[src/rtl/hls_sobel_axi_stream_top_hls_deadlock_pkg.sv]
// Shared types and report-format constants for the HLS deadlock reporter.
package hls_sobel_axi_stream_top_hls_deadlock_pkg;

  typedef enum logic [1:0] {
    ST_IDLE    = 2'd0,
    ST_WATCH   = 2'd1,
    ST_REPORT  = 2'd2,
    ST_LATCHED = 2'd3
  } dl_state_e;

  localparam logic [7:0] RPT_MAGIC   = 8'hD1;
  localparam logic [7:0] RPT_VERSION = 8'h01;
  localparam int         RPT_WORDS   = 3;
  localparam int         RPT_W       = 32;

  localparam int NUM_INST = 7;
  localparam int NUM_AXIS = 4;

  localparam int W1_BLK_LSB  = 0;
  localparam int W1_IDLE_LSB = 7;
  localparam int W1_AXIS_LSB = 14;

  typedef struct packed {
    logic [NUM_AXIS-1:0] axis;
    logic [NUM_INST-1:0] idle;
    logic [NUM_INST-1:0] blk;
  } snap_t;

  function automatic logic [RPT_W-1:0] pack_w0(input logic [15:0] thr);
    return {RPT_MAGIC, RPT_VERSION, thr};
  endfunction

  function automatic logic [RPT_W-1:0] pack_w1(input snap_t s);
    logic [RPT_W-1:0] w;
    w = '0;
    w[W1_BLK_LSB  +: NUM_INST] = s.blk;
    w[W1_IDLE_LSB +: NUM_INST] = s.idle;
    w[W1_AXIS_LSB +: NUM_AXIS] = s.axis;
    return w;
  endfunction

endpackage

[src/rtl/hls_sobel_axi_stream_top_hls_deadlock_report_ser.sv]
// Valid/ready serializer: loads a word array on start, emits it in order, flags the last word.
module hls_sobel_axi_stream_top_hls_deadlock_report_ser
  import hls_sobel_axi_stream_top_hls_deadlock_pkg::*;
#(
  parameter int NUM_WORDS = RPT_WORDS,
  parameter int WORD_W    = RPT_W
) (
  input  logic                             clock,
  input  logic                             reset,
  input  logic                             start,
  input  logic [NUM_WORDS-1:0][WORD_W-1:0] words,
  input  logic                             rpt_ready,
  output logic [WORD_W-1:0]                rpt_data,
  output logic                             rpt_valid,
  output logic                             rpt_last,
  output logic                             done
);

  localparam int IDX_W = (NUM_WORDS > 1) ? $clog2(NUM_WORDS) : 1;
  localparam logic [IDX_W-1:0] IDX_LAST = IDX_W'(NUM_WORDS - 1);

  logic [NUM_WORDS-1:0][WORD_W-1:0] words_q;
  logic [IDX_W-1:0]                 idx_q;
  logic                             valid_q;
  logic                             fire;
  logic                             at_last;

  assign fire    = valid_q & rpt_ready;
  assign at_last = (idx_q == IDX_LAST);

  always_ff @(posedge clock or posedge reset) begin
    if (reset) begin
      words_q <= '0;
      idx_q   <= '0;
      valid_q <= 1'b0;
    end else if (start && !valid_q) begin
      words_q <= words;
      idx_q   <= '0;
      valid_q <= 1'b1;
    end else if (fire) begin
      if (at_last) valid_q <= 1'b0;
      else         idx_q   <= idx_q + 1'b1;
    end
  end

  // Data is gated so the bus reads zero whenever no word is on offer.
  assign rpt_data  = valid_q ? words_q[idx_q] : '0;
  assign rpt_valid = valid_q;
  assign rpt_last  = valid_q & at_last;
  assign done      = fire & at_last;

endmodule

[src/rtl/hls_sobel_axi_stream_top_hls_deadlock_reporter.sv]
// Watches the HLS deadlock-monitor block flag, declares deadlock after THRESHOLD
// consecutive cycles, then emits a 3-word snapshot report and latches until cleared.
module hls_sobel_axi_stream_top_hls_deadlock_reporter
  import hls_sobel_axi_stream_top_hls_deadlock_pkg::*;
#(
  parameter int THRESHOLD = 16,
  parameter int TS_WIDTH  = 32
) (
  input  logic                clock,
  input  logic                reset,
  input  logic                block,
  input  logic [NUM_INST-1:0] inst_block_sigs,
  input  logic [NUM_INST-1:0] inst_idle_sigs,
  input  logic [NUM_AXIS-1:0] axis_block_sigs,
  input  logic                clear,
  output logic                deadlock,
  output logic [RPT_W-1:0]    rpt_data,
  output logic                rpt_valid,
  input  logic                rpt_ready,
  output logic                rpt_last
);

  localparam logic [15:0] PERSIST_LAST = 16'(THRESHOLD - 1);
  localparam logic [15:0] THR16        = 16'(THRESHOLD);

  dl_state_e           state_q, state_d;
  logic [15:0]         persist_q, persist_d;
  logic [TS_WIDTH-1:0] ts_q;
  logic [TS_WIDTH-1:0] t_first_q, t_first_d;
  logic                deadlock_q, deadlock_d;
  logic                declare;
  logic                rpt_done;
  snap_t               snap;

  logic [RPT_WORDS-1:0][RPT_W-1:0] words;

  always_ff @(posedge clock or posedge reset) begin
    if (reset) ts_q <= '0;
    else       ts_q <= ts_q + 1'b1;
  end

  always_ff @(posedge clock or posedge reset) begin
    if (reset) begin
      state_q    <= ST_IDLE;
      persist_q  <= '0;
      t_first_q  <= '0;
      deadlock_q <= 1'b0;
    end else begin
      state_q    <= state_d;
      persist_q  <= persist_d;
      t_first_q  <= t_first_d;
      deadlock_q <= deadlock_d;
    end
  end

  always_comb begin
    state_d    = state_q;
    persist_d  = persist_q;
    t_first_d  = t_first_q;
    deadlock_d = deadlock_q;
    declare    = 1'b0;
    unique case (state_q)
      ST_IDLE: begin
        if (block) begin
          t_first_d = ts_q;
          persist_d = 16'd1;
          // A threshold of one means the very first sample is the declaring one.
          if (THRESHOLD == 1) begin
            declare    = 1'b1;
            deadlock_d = 1'b1;
            state_d    = ST_REPORT;
          end else begin
            state_d = ST_WATCH;
          end
        end
      end
      ST_WATCH: begin
        if (!block) begin
          state_d   = ST_IDLE;
          persist_d = '0;
        end else if (persist_q == PERSIST_LAST) begin
          declare    = 1'b1;
          deadlock_d = 1'b1;
          state_d    = ST_REPORT;
        end else begin
          persist_d = persist_q + 16'd1;
        end
      end
      ST_REPORT: begin
        if (rpt_done) state_d = ST_LATCHED;
      end
      ST_LATCHED: begin
        if (clear) begin
          state_d    = ST_IDLE;
          deadlock_d = 1'b0;
          persist_d  = '0;
        end
      end
      default: state_d = ST_IDLE;
    endcase
  end

  // The serializer registers these on declare, which is the snapshot point.
  assign snap.axis = axis_block_sigs;
  assign snap.idle = inst_idle_sigs;
  assign snap.blk  = inst_block_sigs;

  assign words[0] = pack_w0(THR16);
  assign words[1] = pack_w1(snap);
  assign words[2] = RPT_W'(t_first_d);

  hls_sobel_axi_stream_top_hls_deadlock_report_ser #(
    .NUM_WORDS (RPT_WORDS),
    .WORD_W    (RPT_W)
  ) u_ser (
    .clock     (clock),
    .reset     (reset),
    .start     (declare),
    .words     (words),
    .rpt_ready (rpt_ready),
    .rpt_data  (rpt_data),
    .rpt_valid (rpt_valid),
    .rpt_last  (rpt_last),
    .done      (rpt_done)
  );

  assign deadlock = deadlock_q;

endmodule
[config.mk]
export PLATFORM = sky130hd
export DESIGN_NAME = hls_sobel_axi_stream_top_hls_deadlock_reporter
export DESIGN_NICKNAME = d
export VERILOG_FILES = /design/src/rtl/hls_sobel_axi_stream_top_hls_deadlock_pkg.sv /design/src/rtl/hls_sobel_axi_stream_top_hls_deadlock_report_ser.sv /design/src/rtl/hls_sobel_axi_stream_top_hls_deadlock_reporter.sv
export SDC_FILE = /design/constraint.sdc
export NUM_CORES = 1
export LEC_CHECK = 0
export CAP_MARGIN = 20
export CORE_ASPECT_RATIO = 1.25
export CORE_UTILIZATION = 56
export CTS_CLUSTER_SIZE = 16
export DETAILED_ROUTE_END_ITERATION = 10
export PLACE_DENSITY = 0.85
export SYNTH_ARGS = -nofsm -noshare
export SYNTH_HDL_FRONTEND = slang
export SYNTH_HIERARCHICAL = 1
export SYNTH_SLANG_ARGS = --single-unit
[constraint.sdc]
create_clock -name clock -period 8.92 [get_ports clock]
set_input_delay 0.892 -clock clock [delete_from_list [all_inputs] [get_ports clock]]
set_output_delay 0.892 -clock clock [all_outputs]
set_load 0.02 [all_outputs]
==> summary.md, run 1 <==
| Metric | Value |
|---|---|
| Number of global-route vias before repair | 6064 |
| Worst VDD drop | between 150 and 200 uV |
| Core Region | between 10000 and 15000 sq um |
| Longest Clk Path Bufs | 2 |
| Arrival @ worst endpoint | 4.20 ns |
| Detailed-route wire length | 18.2 mm |
| Worst setup EP type | register |
| Synth unique cells | 50 |
| Fin. Hold Viols | 0 |
| Yosys warns | 6 |
| Rel. slew slack | 0.265 |
| Vias | approximately 5600 |
| Post-synth ARST share | 1.00 |
| Gpl congestion | 0.864 |
| Count of flip-flops with a built-in enable after synthesis | 0 |
| Pwr dens | around 180 nW/um^2 |
| Reg2reg start | persist_q[0]$_DFFE_PP0P_ |
| Max-slew violations | 0 |
| Boundary Pins | a little under 60 |
| Ratio of cells with drive above 1 in the final layout | 0.235 |
| Clock-pin slew on the worst setup and hold paths | around 0.070 ns |
| Yosys top cell area share | 0.542 |
| Root buffer cell | clkbuf_16 |
| Crit share post-route | 0.436 |
| Clock Latency Late Sink | 0.43 ns |
| Worst R2R Path Depth | 7 |
| Hold Path Origin | ts_q[31]$_DFF_PP0_ |
| Dpl hpwl | 11.0 mm |
| # Post-CTS Setup Buffers | 0 |
| Starting Density | 0.578 |
| DR pass1 iterations | 4 |
| CP Max Fanout | 74 |
| Average wire per standard cell | 19.3 um |
| Final ANT Viol Nets | 0 |
| Multi-input gate area | 3800 sq um |
| Post-CTS Resized | 0 |
| Pleak | ~0.0048 uW |
| CTS tree | done |
| Vias per inst | 5.90 |
| Cell Chain, Critical Path | ha_1, and3_1, nand4_1, nor2_1, nor2b_4, buf_4, mux2_2 |
| Max-capacitance violation count | 0 |
| # rows | 49 |
| Final setup violation count | 0 |
| Nets | 782 |
| Slowest cell on the critical path | buf_4 |
| Cts hold-fix bufs | 0 |
| Setup Skew | approximately 0.0099 ns |
| Placed insts | 906 |
| Commonest non-fill, non-tap cell in the layout | dfrtp_1 |
| Reg-to-Reg End | u_ser/words_q[70]$_DFFE_PP0P_ |
| Slowest stage delay, CP | 0.93 ns |
| Setup TNS | 0 ns |
| Unrepaired setup endpoints after global routing | no |
| Ant diodes | 0 |
| CTS sink count | 182 |
| Run status | finished clean |
| Gr ovfl total | 0 |
| Die X | 112 um |
| Hold Crit Class | register to register |
| WHS Path Cells | 1 |
| Critical path class | register to register |
| DRC | 0 |
| Synthesized area | 8400 sq um |
| Largest net degree at the start of global routing | 84 |
| Synthesis-stage register bit count | 182 |
| Fin area | 9920 sq um |
| Util after Layout | 0.682 |
| Crit-path leading delay family | simple AND/OR/NAND/NOR gates |
| Die area | 15500 sq um |
| Synth-to-layout area growth | 18.0% |
| Worst slew pin tran | 1.10 ns |
| Overall routing resource usage | 0.249 |
| R2r setup slk | 5.03 ns |
| Detailed Route Iter0 Violations | 281 |
| Post-Synthesis Cells | around 660 |
| Post-DP Area | 9240 sq um |
| Initial antenna violation count | 0 |
| H-tree Lvls | 4 |
| Commonest cells after routing, fill and taps aside | dfrtp_1 (181), mux2_2 (87), clkdlybuf4s50_1 (57), nand2_1 (54), conb_1 (46) |
| First-pass GRT wire length | 30.4 mm |
| CP Launch Type | register |
| Cell taking the most area after synthesis | dfrtp_1 |
| Final std cells w/o fill | ~940 |
| Avg Cell Area, Syn | 12.8 sq um |
| Fillers | 937 |
| Die span in y | between 100 and 150 um |
| Required time of the critical path | 9.23 ns |
| Final min period | just under 4 ns |
| Register area share after synthesis | 0.542 |
| FMAX | 0.257 GHz |
| Commonest register cell after synthesis | dfrtp_1 |
| Hold EP | ts_q[31]$_DFF_PP0_ |
| WP buf/inv | 1 |
| Main area contributors after synthesis | dfrtp_1 (54%), mux2_2 (12%), mux2_4 (7.1%) |
| Buffers added on ports | 57 |
| Seq. cell area | 4560 sq um |
| CTS Buf Count | 17 |
[registers in the layout, indices dropped and copies added (netlist names), named ones only]
signal	cells
state_q	1
u_ser/rpt_valid	1
ts_q	32
t_first_q	32
persist_q	16
deadlock	1
u_ser/idx_q	2
u_ser/words_q	96
[layer usage]
layer	up-vias	GRT usage	part of all wire
li1	2505	-	-
met1	2864	0.308	0.43
met2	149	0.426	0.52
met3	36	0.0428	0.033
met4	0	0.116	0.019
met5	-	0	0
[cells in the mapped netlist, types with 2 or more instances]
cell / number
inv_1: 10
buf_1: 6
ha_1: 8
buf_2: 14
mux2i_1: 33
nand2b_1: 6
o31ai_1: 6
or4_1: 8
a31oi_1: 4
nand3_2: 2
xor2_1: 4
o21ai_0: 8
nand3_1: 25
and3_1: 9
nor2b_1: 2
xnor2_1: 26
nand2_1: 54
nand4_1: 16
conb_1: 2
nor4_1: 4
dfrtp_1: 182
nor2_1: 12
mux2_4: 40
clkbuf_1: 8
and2_1: 4
o211ai_1: 2
a21oi_1: 10
o22ai_1: 31
and4_1: 4
nor4_4: 3
mux2_2: 87
buf_6: 5
a22o_1: 2
a21o_1: 2
[area by class of cell]
type / count / area share
multi-input combinational: 473 / 0.383
inverter: 10 / 0.00416
clock buffer: 23 / 0.0502
timing repair buffer: 67 / 0.0732
sequential: 182 / 0.459
tap: 178 / 0.0225
clock inverter: 8 / 0.00732
[cell families (layout without fill, tap and decap cells)]
| family | after synthesis | count (layout) | share of synthesized area |
|---|---|---|---|
| compound gates | 73 | 73 | 0.0561 |
| xor+xnor | 30 | 30 | 0.0313 |
| fa+ha+maj | 8 | 8 | 0.0119 |
| buf+inv | 44 | 108 | 0.0264 |
| flops | 182 | 182 | 0.542 |
| mux | 160 | 160 | 0.227 |
| other cells | 2 | 46 | 0.000894 |
| simple gates | 156 | 156 | 0.104 |
[where the power goes]
part / internal, uW / switching (uW) / leakage (uW)
Combinational: 76.2 / 124 / 0.00201
Sequential: 847 / 19.0 / 0.00249
Clock: 419 / 308 / 0.000289
[worst max path at each step]
stage                                         end  depth (start not counted)                        start  slack (ns)
floorplan              u_ser/idx_q[0]$_DFFE_PP0P_                          1                        reset        5.44
global placement     u_ser/words_q[7]$_DFFE_PP0P_                          6                        block        4.84
detailed placement  u_ser/words_q[10]$_DFFE_PP0P_                          6                        block        4.68
CTS                                   rpt_data[9]                          4  u_ser/rpt_valid$_DFFE_PP0P_        4.85
global route         u_ser/words_q[6]$_DFFE_PP0P_                          7     persist_q[0]$_DFFE_PP0P_        4.85
finish              u_ser/words_q[70]$_DFFE_PP0P_                          7     persist_q[0]$_DFFE_PP0P_        5.03
[worst register-to-register path, cell delays in order (launching register included)]
cell and delay (ns):
dfrtp_1 0.48, ha_1 0.29, and3_1 0.24, nand4_1 0.25, nor2_1 0.33, nor2b_4 0.73, buf_4 0.94, mux2_2 0.52
[per-stage QoR]
stage               hold WS, ns  total power (uW)  worst slack (ns)
finish                    0.477              1790              5.03
detailed placement        0.459              1070              4.68
CTS                       0.481              1800              4.85
global placement          0.465              1060              4.84
global route              0.508              1860              4.85
floorplan                 0.442              1020              5.44
No activity file was read; power rests on OpenSTA's default activity.
==> run 2: changes to the inputs <==
- CORE_UTILIZATION: 56 -> 54
- PLACE_DENSITY: 0.85 -> 0.86
- clock period: 8.92 -> 3.2 ns (I/O delays scaled with it)
==> summary.md, run 2 (same netlist as run 1, synthesis figures left out) <==
| Metric | Value |
|---|---|
| Detailed Route Iter0 Violations | 294 |
| R2r setup slk | approximately 0.28 ns |
| Worst setup EP type | register |
| Root buffer cell | clkbuf_16 |
| Overall routing resource usage | 0.236 |
| Pwr dens | 513 nW/um^2 |
| Starting Density | 0.557 |
| P_int | 3850 uW |
| Critical path class | register to register |
| Dpl hpwl | 11.5 mm |
| First-pass GRT wire length | 29.5 mm |
| H-tree Lvls | 4 |
| Rel. slew slack | 0.403 |
| Setup Skew | 0.00745 ns |
| DR pass1 iterations | 4 |
| Sw power | 1240 uW |
| Final ANT Viol Nets | 0 |
| Ant diodes | 0 |
| Crit share post-route | 0.912 |
| Biggest register | u_ser/words_q |
| Synth-to-layout area growth | 18.1% |
| Fillers | 1031 |
| Nets | around 780 |
| CTS tree | done |
| Worst R2R Path Depth | 7 |
| Vias per inst | 5.62 |
| Largest net degree at the start of global routing | 75 |
| Initial antenna violation count | 1 |
| Arrival @ worst endpoint | 3.22 ns |
| Post-DP Area | 9320 sq um |
| CP Max Fanout | 35 |
| DRC | 0 |
| CTS Buf Count | 17 |
| CP Launch Type | register |
| Largest regs | u_ser/words_q (96), t_first_q (32), ts_q (32) |
| Buffers added on ports | 57 |
| Reg2reg start | persist_q[0]$_DFFE_PP0P_ |
| Unrepaired setup endpoints after global routing | no |
| Core Region | roughly 15000 sq um |
| Reg-to-Reg End | u_ser/words_q[69]$_DFFE_PP0P_ |
| Seq pwr share | 0.476 |
| Required time of the critical path | 3.50 ns |
| Commonest non-fill, non-tap cell in the layout | dfrtp_1 |
| Worst Setup SP | persist_q[0]$_DFFE_PP0P_ |
| Die X | between 100 and 150 um |
| Commonest cells after routing, fill and taps aside | dfrtp_1 (181), mux2_2 (87), clkdlybuf4s50_1 (57), nand2_1 (54), conb_1 (46) |
| Pleak | 0.00476 uW |
| Power Total | 5090 uW |
| Gpl congestion | around 0.84 |
| Number of global-route vias before repair | 5895 |
| Cell Chain, Critical Path | ha_1, and3_1, nand4_1, nor2_1, nor2b_4, buf_4, mux2_2 |
| CTS sink count | roughly 180 |
| Clock-pin slew on the worst setup and hold paths | 0.06 ns |
| Hold Crit Class | input pin to async pin |
| Fin area | 9920 sq um |
| Cts hold-fix bufs | 0 |
| Placed insts | 941 |
| Crit-path leading delay family | simple AND/OR/NAND/NOR gates |
| Fin. Hold Viols | 0 |
| Final setup violation count | 0 |
| FMAX | between 0.3 and 0.4 GHz |
| Sw Share | 0.243 |
| Longest Clk Path Bufs | 2 |
| Setup TNS | 0 ns |
| WP buf/inv | 1 |
| Vias | ~5500 |
| Stages on worst setup path | 7 |
| Max-slew violations | 0 |
| Average wire per standard cell | 17.9 um |
| Worst slew pin tran | 0.895 ns |
| Largest register FFs | 96 |
| Final min period | 2.92 ns |
| Combinational share of power | 0.105 |
| Gr ovfl total | 0 |
| Die area | 16100 sq um |
| Worst VDD drop | 344 uV |
| Final std cells w/o fill | between 900 and 1000 |
| Boundary Pins | 58 |
| Slowest cell on the critical path | dfrtp_1 |
| Multi-input gate area | 3800 sq um |
| Clock Latency Late Sink | ~0.43 ns |
| # rows | 50 |
| Clock network power share | 0.420 |
| # Post-CTS Setup Buffers | 0 |
| Ratio of cells with drive above 1 in the final layout | 0.233 |
| Post-CTS Resized | 0 |
| Worst setup endpoint | u_ser/words_q[69]$_DFFE_PP0P_ |
| Slowest stage delay, CP | 0.47 ns |
| Run status | finished clean |
| Detailed-route wire length | 17.4 mm |
| Max-capacitance violation count | 0 |
| Die span in y | 141 um |
| Util after Layout | 0.658 |
| Seq. cell area | 4560 sq um |
run 2: cell types whose count changed in the layout (fill, tap and decap cells not counted):
cell        delta
buf_12         +1
buf_16         -4
buf_4          +4
bufinv_16      +2
clkbuf_1       +2
clkbuf_8       -2
clkinv_2       -3
clkinv_4       -2
clkinvlp_4     +3
run 2: per-stage QoR:
| stage | hold slack [ns] | worst slack (ns) |
|---|---|---|
| 6_report | 0.340 | 0.280 |
| 5_1_grt | 0.400 | 0.150 |
| 2_1_floorplan | 0.442 | 0.290 |
| 3_5_place_dp | 0.485 | 0.408 |
| 4_1_cts | 0.342 | 0.258 |
| 3_3_place_gp | 0.465 | 0.639 |
run 2: power groups by stage:
| stage | Combinational [uW] | Clock, uW | Sequential (uW) |
|---|---|---|---|
| after floorplan | 407 | 0 | 2440 |
| after global placement | 496 | 0 | 2450 |
| after detailed placement | 523 | 0 | 2460 |
| after CTS | 530 | 2160 | 2420 |
| after global routing | 594 | 2260 | 2430 |
| final | 533 | 2140 | 2420 |
run 2: how the worst min path moves through the flow:
stage	slack, ns	end	cells after the start
6_report	0.34	ts_q[17]$_DFF_PP0_	2
5_1_grt	0.40	t_first_q[22]$_DFF_PP0_	2
4_1_cts	0.34	t_first_q[19]$_DFF_PP0_	2
3_5_place_dp	0.48	t_first_q[31]$_DFF_PP0_	1
3_3_place_gp	0.46	ts_q[31]$_DFF_PP0_	1
2_1_floorplan	0.44	ts_q[31]$_DFF_PP0_	1
run 2: cell type report:
cell class,count,area share
clock buffer,23,0.0482
clock inverter,8,0.0124
sequential,182,0.459
inverter,10,0.00416
multi-input combinational,473,0.383
tap,208,0.0262
timing repair buffer,68,0.0671
run 2: per-layer routing:
metal  global-route usage  vias up  part of all wire
met3               0.0564       38             0.041
met2                0.393      141              0.51
met1                0.299     2763              0.43
met4               0.0859        0             0.020
met5                    0        -                 0
li1                     -     2516                 -
